### config.mk
export PLATFORM = sky130hd
export DESIGN_NAME = traffic_sensor_ctrl
export DESIGN_NICKNAME = d
export VERILOG_FILES = /design/src/rtl/traffic_pkg.sv /design/src/rtl/lane_sensor.sv /design/src/rtl/traffic_sensor_ctrl.sv
export SDC_FILE = /design/constraint.sdc
export NUM_CORES = 1
export LEC_CHECK = 0
export ABC_AREA = 1
export BUFFER_PORTS_ARGS = -buffer_cell sky130_fd_sc_hd__buf_2
export CORE_UTILIZATION = 55
export DETAILED_ROUTE_END_ITERATION = 12
export PLACE_DENSITY_LB_ADDON = 0.3
export SYNTH_ARGS = -nofsm -noshare
export SYNTH_HDL_FRONTEND = slang
export SYNTH_HIERARCHICAL = 1
export SYNTH_SLANG_ARGS = --single-unit
### constraint.sdc
create_clock -name clk -period 1.9 [get_ports clk]
set_input_delay 0.095 -clock clk [delete_from_list [all_inputs] [get_ports clk]]
set_output_delay 0.095 -clock clk [all_outputs]
set_load 0.005 [all_outputs]
### src/rtl/traffic_pkg.sv
// Shared types for the traffic-light sensor front end: light encoding seen from
// the light controller and the per-street debounce state.
package traffic_pkg;

    typedef enum logic [1:0] {
        GREEN  = 2'b00,
        YELLOW = 2'b01,
        RED    = 2'b10
    } light_t;

    typedef enum logic [1:0] {
        IDLE,
        CONFIRM,
        HELD
    } deb_state_t;

endpackage

### src/rtl/lane_sensor.sv
// One street: detector synchroniser and debounce, departure timer driven by the
// street's light, and a saturating count of waiting cars with a sticky overflow.
module lane_sensor
    import traffic_pkg::*;
#(
    parameter int  DEB_CYCLES    = 3,
    parameter int  DEPART_CYCLES = 4,
    parameter int  QMAX          = 7,
    localparam int QW            = $clog2(QMAX + 1)
) (
    input  logic          clk,
    input  logic          rst,
    input  logic          det,
    input  light_t        light,
    output logic          present,
    output logic [QW-1:0] queue,
    output logic          ovf
);

    localparam int              DW       = $clog2(DEB_CYCLES + 1);
    localparam int              TW       = $clog2(DEPART_CYCLES + 1);
    localparam logic [DW-1:0]   DEB_LAST = DW'(DEB_CYCLES - 1);
    localparam logic [TW-1:0]   DEP_LAST = TW'(DEPART_CYCLES - 1);
    localparam logic [QW-1:0]   Q_FULL   = QW'(QMAX);

    logic [1:0]    sync_q;
    deb_state_t    state_q, state_d;
    logic [DW-1:0] cnt_q, cnt_d;
    logic          arrival_q, arrival_d;
    logic [TW-1:0] tmr_q, tmr_d;
    logic [QW-1:0] queue_q, queue_d;
    logic          ovf_q, ovf_d;
    logic          green;
    logic          depart;

    // NOTE: every register uses <= so all flops sample pre-edge values together.
    always_ff @(posedge clk or posedge rst) begin
        if (rst) begin
            sync_q    <= '0;
            state_q   <= IDLE;
            cnt_q     <= '0;
            arrival_q <= 1'b0;
            tmr_q     <= '0;
            queue_q   <= '0;
            ovf_q     <= 1'b0;
        end else begin
            sync_q    <= {sync_q[0], det};
            state_q   <= state_d;
            cnt_q     <= cnt_d;
            arrival_q <= arrival_d;
            tmr_q     <= tmr_d;
            queue_q   <= queue_d;
            ovf_q     <= ovf_d;
        end
    end

    // NOTE: every output of a combinational block is defaulted first so no path infers a latch.
    always_comb begin
        state_d   = state_q;
        cnt_d     = cnt_q;
        arrival_d = 1'b0;
        case (state_q)
            IDLE: begin
                if (sync_q[1]) begin
                    cnt_d = DW'(1);
                    if (DEB_CYCLES == 1) begin
                        arrival_d = 1'b1;
                        state_d   = HELD;
                    end else begin
                        state_d = CONFIRM;
                    end
                end
            end
            CONFIRM: begin
                if (!sync_q[1]) begin
                    state_d = IDLE;
                end else begin
                    cnt_d = cnt_q + DW'(1);
                    if (cnt_q == DEB_LAST) begin
                        arrival_d = 1'b1;
                        state_d   = HELD;
                    end
                end
            end
            HELD: begin
                if (!sync_q[1]) state_d = IDLE;
            end
            default: state_d = IDLE;
        endcase
    end

    // An arrival and a departure in the same cycle cancel, so neither moves the count nor flags overflow.
    always_comb begin
        green   = (light == GREEN);
        depart  = green && (queue_q != '0) && (tmr_q == DEP_LAST);
        tmr_d   = tmr_q + TW'(1);
        queue_d = queue_q;
        ovf_d   = ovf_q;
        if (!green || (queue_q == '0) || depart) tmr_d = '0;
        if (arrival_q && !depart) begin
            if (queue_q < Q_FULL) queue_d = queue_q + QW'(1);
            else                  ovf_d   = 1'b1;
        end else if (depart && !arrival_q) begin
            queue_d = queue_q - QW'(1);
        end
    end

    assign present = (queue_q != '0);
    assign queue   = queue_q;
    assign ovf     = ovf_q;

endmodule

### src/rtl/traffic_sensor_ctrl.sv
// Vehicle-detection front end: two independent lane sensors producing the
// Ta/Tb traffic-present inputs of the two-street light controller.
module traffic_sensor_ctrl
    import traffic_pkg::*;
#(
    parameter int  DEB_CYCLES    = 3,
    parameter int  DEPART_CYCLES = 4,
    parameter int  QMAX          = 7,
    localparam int QW            = $clog2(QMAX + 1)
) (
    input  logic          clk,
    input  logic          rst,
    input  logic          det_a,
    input  logic          det_b,
    input  light_t        La,
    input  light_t        Lb,
    output logic          Ta,
    output logic          Tb,
    output logic [QW-1:0] queue_a,
    output logic [QW-1:0] queue_b,
    output logic          ovf_a,
    output logic          ovf_b
);

    lane_sensor #(
        .DEB_CYCLES    (DEB_CYCLES),
        .DEPART_CYCLES (DEPART_CYCLES),
        .QMAX          (QMAX)
    ) u_lane_a (
        .clk     (clk),
        .rst     (rst),
        .det     (det_a),
        .light   (La),
        .present (Ta),
        .queue   (queue_a),
        .ovf     (ovf_a)
    );

    lane_sensor #(
        .DEB_CYCLES    (DEB_CYCLES),
        .DEPART_CYCLES (DEPART_CYCLES),
        .QMAX          (QMAX)
    ) u_lane_b (
        .clk     (clk),
        .rst     (rst),
        .det     (det_b),
        .light   (Lb),
        .present (Tb),
        .queue   (queue_b),
        .ovf     (ovf_b)
    );

endmodule

Yosys cells after proc, flatten, opt, wreduce, memory -nomap -nowiden
Index checks and enable logic that the tools add are counted.
Cells by class
  multiplexer cells: 28
  magnitude comparators: 2
  equality and inequality tests: 18
  bitwise operators: 2
  $add $sub $neg: 8
  reduce and logical (&&, ||, !) cells: 38
Operator list (count)
  3-bit two-way mux: 8
  2-bit two-way mux: 10
  3-bit by 1-bit adder with 3-bit output (second input constant): 4
  2-bit one-hot mux with 3 select lines: 2
  3-bit AND reduction: 4
  2-bit equality test (second input constant): 4
  1-bit logical AND: 8
  2-bit zero test: 4
  2-bit by 1-bit inequality test with 1-bit output (second input constant): 4
  2-bit inequality test (second input constant): 4
  2-bit one-hot mux with 2 select lines: 2
  2-bit AND reduction: 4
  2-bit nonzero test: 4
  3-bit by 2-bit equality test with 1-bit output (second input constant): 2
  1-bit zero test: 6
  3-bit zero test: 2
  3-bit less-than comparator (second input constant): 2
  1-bit two-way mux: 6
  3-bit inequality test (second input constant): 2
  3-bit nonzero test: 2
  3-bit by 1-bit subtractor with 3-bit output (second input constant): 2
  2-bit by 1-bit adder with 2-bit output (second input constant): 2
  2-bit by 1-bit equality test with 1-bit output (second input constant): 2
  1-bit logical OR: 4
  1-bit inverter: 2
Storage, ports and cells
  register bits after elaboration: 28
  word-level logic and storage cells: 110
  input port bits: 8
  output and inout port bits: 10

Longest topological paths before layout
Gate-level depths: netlist of the first run.
  word-level depth: 7
  gate-level depth with buffers: 10
  gate-level depth less buffers: 10

Hierarchy
Netlist of the first run, hierarchy kept.
By module, submodules not included
  lane_sensor (u_lane_b): sequential area each 350.3 um^2, cells an instance 68, instances 1, area each 665.6 um^2
  lane_sensor (u_lane_a): sequential area each 350.3 um^2, cells an instance 66, instances 1, area each 650.6 um^2

Least setup slack after synthesis of the first run
OpenSTA, ideal clock, no wires.
  path kind: flip-flop to flip-flop
  start point: register u_lane_b.tmr_q[0]
  end point: register u_lane_b.queue_q[2] (netlist: u_lane_b/queue[2])
  path buffers: 0
  path slack: 0.188 ns
  library setup time: 0.117 ns
  required time: 1.783 ns
  clock period less this slack: 1.712 ns
  stages on the path, launching flop included: 10
  arrival time: 1.594 ns
  cells stage by stage: dfrtp_1 ha_1 ha_1 nand3_4 nand2_1 fa_1 inv_1 nand2_1 nand3_1 nand2_1
On the way
  word-level cells in the longest chain between the ends: 6
  elaborated cells on any way between the ends: 9
  those cells by class: eq/ne: 2; mux: 1; reduce/logical: 6
RTL lines
  start, declared: line lane_sensor.sv:30  | logic [TW-1:0] tmr_q, tmr_d;
  start signal, assigned: line lane_sensor.sv:51  | tmr_q <= tmr_d;
  3-bit by 2-bit equality test with 1-bit output (*): line lane_sensor.sv:95  | depart = green && (queue_q != '0) && (tmr_q == DEP_LAST);
  1-bit logical AND (*): line lane_sensor.sv:95
  1-bit zero test: line lane_sensor.sv:100  | if (arrival_q && !depart) begin
  1-bit logical AND: line lane_sensor.sv:100
  2-bit inequality test (no source line) / 2-bit nonzero test (equally long branches)
  2-bit AND reduction (no source line)
  end signal, assigned: line lane_sensor.sv:52  | queue_q <= queue_d;
  end, declared: line lane_sensor.sv:31  | logic [QW-1:0] queue_q, queue_d;
Every way passes the cells marked *; elsewhere a longest branch is shown, timed or not.
A chain may end at the register's enable or synchronous reset.

Final worst setup path of the first run
Same ends and word-level chain as after synthesis.

==> results by stage, run 1 <==
Run status:
- The run finished with clean final reports.

Hold path:
- The worst hold path passes through 4 cells.
- In this run the most critical hold path is launched from La[0].
- The worst min-delay path category is input pin to register.
- The hold-critical path endpoint is u_lane_a/tmr_q[2].

Power and ir drop:
- The share of total power dissipated in the clock network is 0.212.
- The share of power burned in registers is 0.486.
- Summed over all nets, the switching power comes to 626.8 uW.
- The power share of the combinational group is 0.302.
- For this design the static power due to leakage is roughly 0.8 nW.
- The internal portion of the total power is between 1 and 1.5 mW.
- The final total power is 1.812 mW.
- The peak supply drop is between 0.7 and 0.8 mV.
- Of the total power, the share spent switching nets is 0.3459.
- The total power density per cell area is 1189 nW/um^2.

Global route:
- The via count of the first global-routing pass was approximately 950.
- The initial antenna violation count is 0.
- The largest net degree at the start of global routing is 17.
- The first global-routing pass estimated just under 4 mm of wire.
- The global route total overflow is 0.
- In the global route stage, overall resource usage came out at 0.2103.

Timing:
- The post-layout minimum cycle time is 1.796 ns.
- The worst slew slack as a fraction of its limit is 0.6430.
- Setup violations remaining at the end of the flow were counted as 0.
- For the final database, setup skew stands at between 0.0015 and 0.002 ns.
- Setup repair after global routing left no endpoint under its margin.
- The count of pins over their slew limit is 0.
- The accumulated negative setup slack is 0 ns.
- For this run, the top clock speed supported by timing is 0.5569 GHz.
- The count of final hold-check violations is 0.
- The actual slew at the worst max-slew pin is about 0.53 ns.
- In the finished design, the share of the clock period the worst path needs comes to 0.9451.

Synth:
- For this run, the register share of the synthesized area comes to 0.5323.
- The top cell type's share of synthesized area is 0.5323.
- The post-synthesis net count is 150.
- The register bit total from synthesis is 28.
- The mean post-synth cell area is 9.823 sq um.
- By area the synthesized netlist is led by sky130_fd_sc_hd__dfrtp_1 (53%), sky130_fd_sc_hd__nand2_1 (7.1%), sky130_fd_sc_hd__ha_1 (5.7%).
- The netlist area before placement is around 1300 sq um.
- Synthesis handed over a netlist of around 130 instances.
- The number of warnings issued by yosys is 6.
- The count of flip-flops with a built-in enable after synthesis is 0.
- The predominant post-synthesis flop cell is sky130_fd_sc_hd__dfrtp_1.
- The cell accounting for the most synthesized area is sky130_fd_sc_hd__dfrtp_1.
- The synthesized netlist contains 19 unique library cells.
- Of all flip-flops after synthesis, the portion carrying an async set or reset was 1.000.

Job:
- The total of max-cap violations is 0.

Drt:
- The count of routing violations after the opening detailed-route iteration is 22.
- Detailed routing placed a total of 82 um of wire on met3.
- For this run, design rule violations remaining after detail routing come to 0.
- The overall via count from detail_route is around 960.
- The remaining number of nets flagged by the antenna check after routing is 0.
- The routed design uses 1.231 mm of met2 wire.
- The detailed router used layers up to and including met4.
- After detailed routing, the total wire length is around 2.2 mm.
- After detailed routing, the wire length on met1 is around 900 um.
- The average routed wire per standard cell is ~12 um.
- The number of vias per cell is between 5 and 6.
- Before antenna repair, the detailed router went through 4 iterations.

Place:
- The estimated wirelength of the detail-placed design is between 1.5 and 2 mm.
- The count of input and output buffers is 17.
- The congestion estimate from routability-driven global placement came to roughly 0.81.

Layout:
- The most common cell after layout, fill and taps aside is sky130_fd_sc_hd__dfrtp_1.
- The sequential cells in the finished layout cover a total of between 700 and 800 sq um.
- The library cells used most frequently in the layout, excluding fill and tap cells, are sky130_fd_sc_hd__dfrtp_1 (28), sky130_fd_sc_hd__nand2_1 (25), sky130_fd_sc_hd__inv_1 (20), sky130_fd_sc_hd__buf_2 (17), sky130_fd_sc_hd__nor2_1 (15).
- The count of antenna diodes in the layout is 0.
- Of the cells placed in the final design, the portion with a size suffix greater than 1 is 0.2278.
- Counting the fill cells in the layout gives ~170.
- The area of combinational cells with multiple inputs is ~540 sq um.
- The signed area change from the synthesized netlist to the final layout is 15.78%.
- The number of nets in the layout is roughly 180.

Worst setup path:
- The largest individual stage delay along the critical path comes from the cell sky130_fd_sc_hd__dfrtp_1.
- The worst register-to-register path begins at u_lane_b/tmr_q[0].
- Data on the critical path is required at its endpoint by approximately 2.1 ns.
- Across all register-to-register paths, the minimum setup slack is around 0.10 ns.
- The critical path goes through ha_1 -> ha_1 -> nand3_4 -> nand2_1 -> fa_2 -> inv_1 -> nand2_1 -> nand3_1 -> nand2_1.
- The capturing point of the worst reg2reg path is u_lane_b/queue[2].
- Measured in cells, the most critical reg-to-reg path has a length of 9.
- Counting stages on the worst path, the most repeated cell is sky130_fd_sc_hd__nand2_1.
- By startpoint and endpoint, the worst setup path is classified as register to register.
- The largest stage delay on the critical path is about 0.4 ns.
- For the worst setup path, the data arrival time is ~2.0 ns.
- The largest fanout on the critical path is 4.
- The worst setup path is captured at a register.
- The worst setup path is launched from a register.

Clocking:
- After clock tree synthesis, the setup repair step added 0 buffers.
- TritonCTS built the clock tree.
- The number of sinks on the clock net is 28.
- The insertion delay to the later sink of the worst-skew pair is around 0.32 ns.
- After clock tree synthesis, the clock-pin slew on the worst setup and hold paths is about 0.14 ns.
- The clock buffer count from CTS is 3.
- The number of buffers between clock root and the deepest sink is 2.
- The root cell of the clock tree is sky130_fd_sc_hd__clkbuf_4.
- The number of H-tree levels is 1.

Die:
- Measured along the x axis, the die boundary spans between 50 and 60 um.
- The y dimension of the die is slightly above 50 um.
- The floorplan row count is 17.
- The initial utilization of the core area, before any placement, comes to 0.5894.
- The number of I/O pins is 18.
- The area of the core is 2233 sq um.
- The die area is about 2600 sq um.
cell type report:
type,count,share of cell area
sequential,28,0.4598
multi-input combinational,84,0.3530
timing repair buffer,20,0.07553
inverter,22,0.05419
tap,28,0.02299
clock inverter,1,0.01970
clock buffer,3,0.01478
synth_stat cells (2+ instances only):
cell type and instances:
sky130_fd_sc_hd__nor2_2 3, sky130_fd_sc_hd__nand2_2 2, sky130_fd_sc_hd__fa_1 2, sky130_fd_sc_hd__nor2_1 15, sky130_fd_sc_hd__nand3_4 4, sky130_fd_sc_hd__nand3_1 9
sky130_fd_sc_hd__inv_2 2, sky130_fd_sc_hd__a21oi_1 2, sky130_fd_sc_hd__o21bai_1 2, sky130_fd_sc_hd__nand3b_1 2, sky130_fd_sc_hd__nand4_1 3, sky130_fd_sc_hd__ha_1 6
sky130_fd_sc_hd__dfrtp_1 28, sky130_fd_sc_hd__nand2_1 25, sky130_fd_sc_hd__o21ai_0 6, sky130_fd_sc_hd__inv_1 20
power by group through the flow:
stage	registers [mW]	clock network, mW	logic [mW]
6_report	0.880	0.385	0.547
5_1_grt	0.906	0.413	0.639
3_5_place_dp	0.886	0	0.543
2_1_floorplan	0.866	0	0.372
4_1_cts	0.878	0.395	0.551
3_3_place_gp	0.873	0	0.505
what timing repair did:
item	in CTS	in global routing
endpoints found under the setup margin	0	2
gates resized for setup	0	2
hold buffers	3	0
hold endpoints to repair	30	0
critical path: cells and delay by family, from the launching register on:
kind	cells	cell delay, ns
fa+ha+maj	3	0.82
flops	1	0.41
simple gates	5	0.40
buf+inv	1	0.08
how the worst max path moves through the flow:
stage	to	depth (start not counted)	from	slack [ns]
2_1_floorplan	u_lane_b/queue[2]	9	u_lane_b/tmr_q[0]	0.19
3_3_place_gp	u_lane_b/queue[2]	9	u_lane_b/tmr_q[0]	0.13
3_5_place_dp	u_lane_b/queue[2]	9	u_lane_b/tmr_q[0]	0.05
4_1_cts	u_lane_b/queue[2]	9	u_lane_b/tmr_q[0]	0.02
5_1_grt	u_lane_a/queue[2]	10	u_lane_a/tmr_q[0]	0.005
6_report	u_lane_b/queue[2]	9	u_lane_b/tmr_q[0]	0.10
layer usage:
metal  up-vias  GRT usage
met1       460     0.2240
met5         -          0
li1        475          -
met2        23     0.3794
met4         0     0.1019
met3         4    0.05655
per-stage QoR:
step                      utilization  hold WS [ns]  worst slack, ns  area [sq um]  cells
final                          0.6824       0.09452           0.1043          1524    186
after floorplan                     -      -0.01578           0.1884          1316    134
after CTS                      0.6801       0.08147          0.02456          1519    186
after global routing           0.6824        0.1082         0.004768          1524    186
after global placement         0.6431        0.1557           0.1290          1436    179
after detailed placement       0.6431        0.1654          0.04599          1436    179
flip-flops by register name, indices dropped and copies added, names as in the netlist, 2 cells and up:
name and cells:
u_lane_a/queue 3, u_lane_a/tmr_q 3, u_lane_b/queue 3, u_lane_b/tmr_q 3
u_lane_a/cnt_q 2, u_lane_a/state_q 2, u_lane_a/sync_q 2, u_lane_b/cnt_q 2
u_lane_b/state_q 2, u_lane_b/sync_q 2
kinds of logic after synthesis:
kind of cell	Yosys count	synth area share
AOI/OAI and AO/OA	10	0.04182
DFF	28	0.5323
xor gates and xnor gates	1	0.006655
adders and majority gates	8	0.08745
and+or+nand+nor	65	0.2690
buffers and inverters	22	0.06274
(Power assumes the default switching activity.)
==> run 2: changes to the inputs <==
--- a/config.mk
+++ b/config.mk
@@ -7,7 +7,8 @@
 export LEC_CHECK = 0
 export ABC_AREA = 1
 export BUFFER_PORTS_ARGS = -buffer_cell sky130_fd_sc_hd__buf_2
-export CORE_UTILIZATION = 55
+export CORE_UTILIZATION = 58
+export CTS_BUF_LIST = sky130_fd_sc_hd__clkbuf_8
 export DETAILED_ROUTE_END_ITERATION = 12
 export PLACE_DENSITY_LB_ADDON = 0.3
 export SYNTH_ARGS = -nofsm -noshare
==> results by stage, run 2 (same netlist as run 1, synthesis figures left out) <==
Job:
- The total of max-cap violations is 0 (unchanged).

Clocking:
- The clock tree from TritonCTS is done (unchanged).
- The number of buffers between clock root and the deepest sink is 2 (unchanged).
- The clock transition at the registers of the reported paths was 0.09 ns (was 0.14 ns).
- The root cell of the clock tree is sky130_fd_sc_hd__clkbuf_8 (was sky130_fd_sc_hd__clkbuf_4).
- The insertion delay to the later sink of the worst-skew pair came to 0.28 ns (was 0.32 ns).
- The number of H-tree levels is 1 (unchanged).
- The number of sinks on the clock net came to 28 (unchanged).
- The clock buffer count from CTS came to 3 (unchanged).

Worst setup path:
- The worst reg2reg path startpoint is u_lane_a/tmr_q[0] (was u_lane_b/tmr_q[0]).
- The worst reg-to-reg path cell count is 7 (was 9).
- The largest stage delay on the critical path was 0.54 ns (was 0.41 ns).
- The capturing point of the worst reg2reg path is u_lane_a/queue[1] (was u_lane_b/queue[2]).
- The start point of the critical path is u_lane_a/tmr_q[0] (was u_lane_b/tmr_q[0]).
- The critical path startpoint category is a register (unchanged).
- The kind of cell adding the most delay to the critical path is adder cells (unchanged).
- Critical path cell sequence: ha_1 -> ha_1 -> nand3_4 -> nand2_1 -> fa_2 -> nand2_1 -> nand2_1 (was ha_1 -> ha_1 -> nand3_4 -> nand2_1 -> fa_2 -> inv_1 -> nand2_1 -> nand3_1 -> nand2_1).
- The arrival time reported for the critical path endpoint is 2.00 ns (was 2.03 ns).
- The start-to-end type of the worst setup path was register to register (unchanged).
- The total buffers and inverters traversed by the critical path is 0 (was 1).
- The register-to-register setup slack is 0.12 ns (was 0.10 ns).
- The last element of the critical path is u_lane_a/queue[1] (was u_lane_b/queue[2]).
- The number of cells on the critical path is 7 (was 9).
- The slowest library cell on the worst path is sky130_fd_sc_hd__fa_2 (was sky130_fd_sc_hd__dfrtp_1).
- The kind of capture point of the worst setup path was a register (unchanged).
- The cell seen most often among critical-path stages is sky130_fd_sc_hd__nand2_1 (unchanged).
- The largest fanout on the critical path came to 4 (unchanged).
- The required time of the worst setup path is 2.12 ns (was 2.14 ns).

Timing:
- Unrepaired setup endpoints after global routing: no (unchanged).
- The highest clock frequency the design can meet is 0.5621 GHz (was 0.5569 GHz).
- The clock skew after layout came to 0.001549 ns (was 0.001792 ns).
- The part of the cycle the worst path needs is 0.9364 (was 0.9451).
- The accumulated negative setup slack was 0 ns (unchanged).
- The number of failing setup endpoints in the final timing report is 0 (unchanged).
- The post-layout minimum cycle time is 1.779 ns (was 1.796 ns).
- The worst slew slack as a fraction of its limit is 0.6292 (was 0.6430).
- The count of final hold-check violations is 0 (unchanged).
- The count of pins over their slew limit is 0 (unchanged).
- The post-route worst setup slack is 0.1209 ns (was 0.1043 ns).
- The actual slew at the worst max-slew pin was 0.5556 ns (was 0.5349 ns).

Drt:
- The count of routing violations after the opening detailed-route iteration was 35 (was 22).
- The overall via count from detail_route was 974 (was 962).
- The total wirelength of the detailed-routed design was 2.390 mm (was 2.228 mm).
- The first-pass detailed-route iteration total came to 4 (unchanged).
- The remaining number of nets flagged by the antenna check after routing is 0 (unchanged).
- The DRC violations left is 0 (unchanged).
- The number of vias per cell is 5.265 (was 5.172).
- The average routed wire per standard cell came to 12.92 um (was 11.98 um).

Layout:
- The core occupancy in the finished layout is 0.7561 (was 0.6824).
- The count of filler cells inserted in the layout is 148 (was 171).
- The signed area change from the synthesized netlist to the final layout was 17.30% (was 15.78%).
- The area of combinational cells with multiple inputs came to 540.5 sq um (was 538.0 sq um).
- The number of nets in the layout was 175 (unchanged).
- The most common cell after layout, fill and taps aside is sky130_fd_sc_hd__dfrtp_1 (unchanged).
- Most frequent cells in the layout: sky130_fd_sc_hd__dfrtp_1 (28), sky130_fd_sc_hd__nand2_1 (25), sky130_fd_sc_hd__inv_1 (20), sky130_fd_sc_hd__buf_2 (17), sky130_fd_sc_hd__nor2_1 (15) (unchanged).
- The fraction of final layout cells sized beyond drive strength 1 came to 0.2342 (was 0.2278).
- The sequential cell area in the final layout was 700.7 sq um (unchanged).
- The summed area of non-filler cells in the final layout was 1544 sq um (was 1524 sq um).
- The count of antenna diodes in the layout is 0 (unchanged).

Place:
- The final weighted congestion in routability-driven placement came to 0.8167 (was 0.8086).
- The placed cell area is 1435 sq um (was 1436 sq um).
- The estimated wirelength of the detail-placed design was 1.675 mm (was 1.687 mm).
- The count of input and output buffers is 17 (unchanged).
- The post-place setup slack was 0.07154 ns (was 0.04599 ns).

Global route:
- The overall routing resource usage is 0.2023 (was 0.2103).
- The global route total overflow is 0 (unchanged).
- The largest net degree at the start of global routing is 17 (unchanged).
- The via count of the first global-routing pass is 887 (was 949).
- The first-pass GRT wire length came to 3.622 mm (was 3.898 mm).
- The initial antenna violation count is 0 (unchanged).

Power and ir drop:
- The peak supply drop is 0.8295 mV (was 0.7291 mV).
- The power spent charging and discharging nets was 650.3 uW (was 626.8 uW).
- The total power density per cell area is 1236 nW/um^2 (was 1189 nW/um^2).
- The proportion of power drawn by the clock network came to 0.245 (was 0.212).
- The power share of the combinational group is 0.296 (was 0.302).
- The leakage power figure is 0.8108 nW (was 0.8042 nW).
- The switching share of power is 0.3408 (was 0.3459).
- The share of power burned in registers is 0.459 (was 0.486).
- The cell internal power dissipation is 1.258 mW (was 1.185 mW).

Die:
- The die area is 2464 sq um (was 2593 sq um).
- The floorplan row count is 16 (was 17).
- The y dimension of the die is 49.64 um (was 50.92 um).
- The number of I/O pins is 18 (unchanged).
- The die boundary width is 49.64 um (was 50.92 um).
- The initial core utilization was 0.6446 (was 0.5894).
- The area of the core came to 2042 sq um (was 2233 sq um).

Run status:
- Outcome: completed (unchanged).

Hold path:
- The worst min-delay path category is input pin to register (unchanged).
[run 2: cell counts in the layout (fill, tap and decap cells not counted)]
Identical to the previous run, type by type.
[run 2: final cells by class]
cell class	count	share of cell area
clock buffers	3	0.02674
clock inverters	1	0.01945
inverters	22	0.05348
multi-input cells	84	0.3501
flip-flops and latches	28	0.4538
well taps	27	0.02188
repair buffers	20	0.07455
[run 2: worst min-delay path by stage]
stage / startpoint / to / slack (ns) / cells after the start
floorplan: rst / u_lane_a/arrival_q / -0.02 / 1
global placement: rst / u_lane_b/queue[1] / 0.16 / 2
detailed placement: rst / u_lane_a/queue[0] / 0.17 / 2
CTS: Lb[0] / u_lane_b/tmr_q[1] / 0.15 / 4
global route: La[0] / u_lane_a/tmr_q[2] / 0.18 / 4
finish: La[0] / u_lane_a/tmr_q[2] / 0.16 / 4
[run 2: metal layers]
layer	GRT usage	vias up	part of all wire
li1	-	473	-
met1	0.2298	470	0.39
met2	0.3604	28	0.56
met3	0.04630	3	0.041
met4	0.08571	0	0.012
met5	0	-	0
[run 2: power groups by stage]
stage / combinational (mW) / clock [mW] / sequential (mW)
after floorplan: 0.372 / 0 / 0.866
after global placement: 0.507 / 0 / 0.871
after detailed placement: 0.542 / 0 / 0.886
after CTS: 0.550 / 0.482 / 0.875
after global routing: 0.639 / 0.497 / 0.895
final: 0.565 / 0.467 / 0.877
[run 2: worst reg2reg max path, cell delays in order, from the launching register on]
cell                      delay [ns]
sky130_fd_sc_hd__dfrtp_1        0.39
sky130_fd_sc_hd__ha_1           0.20
sky130_fd_sc_hd__ha_1           0.23
sky130_fd_sc_hd__nand3_4        0.11
sky130_fd_sc_hd__nand2_1        0.09
sky130_fd_sc_hd__fa_2           0.54
sky130_fd_sc_hd__nand2_1        0.08
sky130_fd_sc_hd__nand2_1        0.08
[run 2: per-stage QoR]
stage	std cells	power [mW]	hold slack (ns)
2_1_floorplan	134	1.237	-0.01578
3_3_place_gp	178	1.378	0.1567
3_5_place_dp	178	1.428	0.1674
4_1_cts	185	1.907	0.1488
5_1_grt	185	2.031	0.1767
6_report	185	1.908	0.1582
[run 2: timing repair]
action | in CTS | in global routing
setup endpoints to repair | 0 | 2
resized for setup | 0 | 3
hold buffers | 3 | 0
buffers inserted | 0 | 0
hold endpoints to repair | 30 | 0
==> run 3: changes to the inputs <==
--- a/config.mk
+++ b/config.mk
@@ -7,7 +7,7 @@
 export LEC_CHECK = 0
 export ABC_AREA = 1
 export BUFFER_PORTS_ARGS = -buffer_cell sky130_fd_sc_hd__buf_2
-export CORE_UTILIZATION = 58
+export CORE_UTILIZATION = 25
 export CTS_BUF_LIST = sky130_fd_sc_hd__clkbuf_8
 export DETAILED_ROUTE_END_ITERATION = 12
 export PLACE_DENSITY_LB_ADDON = 0.3
==> results by stage, run 3 (same netlist as run 1, synthesis figures left out) <==
Worst setup path:
- The kind of cell adding the most delay to the critical path is adder cells (unchanged).
- The kind of capture point of the worst setup path is a register (unchanged).
- The number of cells on the critical path was 9 (was 7).
- Critical path cell sequence: ha_1 -> ha_1 -> nand3_4 -> nand2_1 -> fa_2 -> inv_1 -> nand2_1 -> nand3_1 -> nand2_1 (was ha_1 -> ha_1 -> nand3_4 -> nand2_1 -> fa_2 -> nand2_1 -> nand2_1).
- The critical path startpoint category is a register (unchanged).
- The register-to-register setup slack is 0.14 ns (was 0.12 ns).
- The worst reg2reg path startpoint is u_lane_b/tmr_q[0] (was u_lane_a/tmr_q[0]).
- The largest fanout on the critical path is 4 (unchanged).
- The start-to-end type of the worst setup path was register to register (unchanged).
- The arrival time reported for the critical path endpoint came to 1.93 ns (was 2.00 ns).
- The largest stage delay on the critical path was 0.39 ns (was 0.54 ns).
- The cell seen most often among critical-path stages is sky130_fd_sc_hd__nand2_1 (unchanged).
- The required time of the worst setup path is 2.07 ns (was 2.12 ns).
- The slowest library cell on the worst path is sky130_fd_sc_hd__dfrtp_1 (was sky130_fd_sc_hd__fa_2).
- The worst reg-to-reg path cell count is 9 (was 7).
- The capturing point of the worst reg2reg path is u_lane_b/queue[2] (was u_lane_a/queue[1]).
- The total buffers and inverters traversed by the critical path came to 1 (was 0).

Layout:
- The number of standard cells in the layout, taps in and fillers out is 231 (was 185).
- The summed area of non-filler cells in the final layout is 1604 sq um (was 1544 sq um).
- The number of nets in the layout was 178 (was 175).
- The count of antenna diodes in the layout is 0 (unchanged).
- The signed area change from the synthesized netlist to the final layout is 21.86% (was 17.30%).
- The core occupancy in the finished layout is 0.3161 (was 0.7561).
- The most common cell after layout, fill and taps aside is sky130_fd_sc_hd__dfrtp_1 (unchanged).
- Most frequent cells in the layout: sky130_fd_sc_hd__dfrtp_1 (28), sky130_fd_sc_hd__nand2_1 (25), sky130_fd_sc_hd__inv_1 (20), sky130_fd_sc_hd__buf_2 (17), sky130_fd_sc_hd__nor2_1 (15) (unchanged).
- The fraction of final layout cells sized beyond drive strength 1 came to 0.2484 (was 0.2342).

Hold path:
- The worst min-delay path category is input pin to register (unchanged).
- The depth of the worst hold-timing path is 4 (unchanged).
- The hold-critical path endpoint is u_lane_a/tmr_q[1] (was u_lane_a/tmr_q[2]).
- The startpoint of the worst hold path is La[0] (unchanged).

Place:
- The placed cell area was 1511 sq um (was 1435 sq um).
- The count of placed standard cells including taps is 224 (was 178).
- The estimated wirelength of the detail-placed design is 1.651 mm (was 1.675 mm).
- The final weighted congestion in routability-driven placement is 0.8469 (was 0.8167).
- The count of input and output buffers is 17 (unchanged).

Timing:
- The highest clock frequency the design can meet is 0.5674 GHz (was 0.5621 GHz).
- The count of pins over their slew limit is 0 (unchanged).
- The accumulated negative setup slack was 0 ns (unchanged).
- The worst slew slack as a fraction of its limit is 0.6257 (was 0.6292).
- The number of failing setup endpoints in the final timing report is 0 (unchanged).
- The clock skew after layout is 0.001515 ns (was 0.001549 ns).
- The actual slew at the worst max-slew pin is 0.5608 ns (was 0.5556 ns).
- The post-layout minimum cycle time is 1.762 ns (was 1.779 ns).
- The count of final hold-check violations came to 0 (unchanged).
- The part of the cycle the worst path needs was 0.9276 (was 0.9364).
- Unrepaired setup endpoints after global routing: no (unchanged).

Global route:
- The initial antenna violation count is 0 (unchanged).
- The largest net degree at the start of global routing is 16 (was 17).
- The first-pass GRT wire length was 3.739 mm (was 3.622 mm).
- The overall routing resource usage is 0.08790 (was 0.2023).
- The global route total overflow is 0 (unchanged).
- The via count of the first global-routing pass is 897 (was 887).

Run status:
- Outcome: completed (unchanged).

Die:
- The y dimension of the die is 74.56 um (was 49.64 um).
- The initial core utilization is 0.2594 (was 0.6446).
- The die boundary width is 74.56 um (was 49.64 um).
- The floorplan row count is 26 (was 16).
- The area of the core is 5075 sq um (was 2042 sq um).
- The die area is 5559 sq um (was 2464 sq um).
- The number of I/O pins is 18 (unchanged).

Drt:
- The first-pass detailed-route iteration total is 3 (was 4).
- The average routed wire per standard cell was 9.169 um (was 12.92 um).
- The count of routing violations after the opening detailed-route iteration is 37 (was 35).
- The total wirelength of the detailed-routed design is 2.118 mm (was 2.390 mm).
- The DRC violations left was 0 (unchanged).
- The number of vias per cell is 3.970 (was 5.265).
- The remaining number of nets flagged by the antenna check after routing is 0 (unchanged).
- The overall via count from detail_route came to 917 (was 974).

Clocking:
- The number of buffers between clock root and the deepest sink came to 2 (unchanged).
- The root cell of the clock tree is sky130_fd_sc_hd__clkbuf_8 (unchanged).
- The number of H-tree levels was 1 (unchanged).
- The clock tree from TritonCTS is done (unchanged).
- The clock buffer count from CTS came to 3 (unchanged).
- The clock transition at the registers of the reported paths is 0.09 ns (about the same).
- The number of sinks on the clock net came to 28 (unchanged).
- The insertion delay to the later sink of the worst-skew pair was 0.27 ns (was 0.28 ns).
- The post-CTS setup buffer count is 0 (unchanged).

Power and ir drop:
- The total power density per cell area is 1139 nW/um^2 (was 1236 nW/um^2).
- The final total power was 1.828 mW (was 1.908 mW).
- The leakage power figure is 0.8189 nW (was 0.8108 nW).
- The peak supply drop was 0.3663 mV (was 0.8295 mV).

Job:
- The total of max-cap violations is 0 (unchanged).
## run 3: changes by cell type in the layout (fill, tap and decap cells not counted)
| cell | previous run | this run |
|---|---|---|
| sky130_fd_sc_hd__bufinv_16 | 1 | 0 |
| sky130_fd_sc_hd__buf_4 | 0 | 3 |
| sky130_fd_sc_hd__clkbuf_8 | 3 | 4 |
## run 3: how the worst max path moves through the flow
stage                       from           endpoint  slack, ns
5_1_grt        u_lane_b/tmr_q[0]  u_lane_b/queue[2]       0.03
6_report       u_lane_b/tmr_q[0]  u_lane_b/queue[2]       0.14
3_5_place_dp   u_lane_a/tmr_q[0]  u_lane_a/queue[2]       0.06
3_3_place_gp   u_lane_a/tmr_q[0]  u_lane_a/queue[2]       0.07
4_1_cts        u_lane_a/tmr_q[0]  u_lane_a/queue[2]       0.04
2_1_floorplan  u_lane_b/tmr_q[0]  u_lane_b/queue[2]       0.19
## run 3: repair_timing
item / CTS / global route
endpoints found under the hold margin: 30 / 0
hold buffers: 3 / 0
setup endpoints to repair: 0 / 2
gates resized for setup: 0 / 3
## run 3: metrics by stage
stage	worst slack, ns	hold WS, ns
after detailed placement	0.06173	0.1850
after floorplan	0.1884	-0.01578
final	0.1375	0.1640
after global placement	0.06600	0.1837
after CTS	0.03630	0.1550
after global routing	0.03429	0.1740
## run 3: layer usage
| layer | GRT usage | up-vias | wire length, um |
|---|---|---|---|
| met2 | 0.1552 | 16 | 981 |
| met4 | 0.01887 | 0 | 0 |
| met3 | 0.02439 | 0 | 77 |
| met1 | 0.1066 | 424 | 1059 |
| met5 | 0 | - | 0 |
| li1 | - | 477 | - |
## run 3: where the power goes
group	internal, mW	switching (mW)	leakage (nW)	total (mW)
clock	0.185	0.176	0.0288	0.361
combinational	0.283	0.355	0.433	0.639
sequential	0.731	0.0964	0.357	0.828
## run 3: final cells by class
cell class / instances / area, sq um
flip-flops and latches: 28 / 700.7
well taps: 70 / 87.58
repair buffers: 23 / 137.6
inverters: 22 / 82.58
fillers: 534 / 3471
clock buffers: 4 / 55.05
multi-input cells: 84 / 540.5
## run 3: worst reg2reg max path, delay by kind of cell (launching register included)
family	cells	cell delay, ns
fa+ha+maj	3	0.79
buf+inv	1	0.08
flops	1	0.39
simple gates	5	0.41
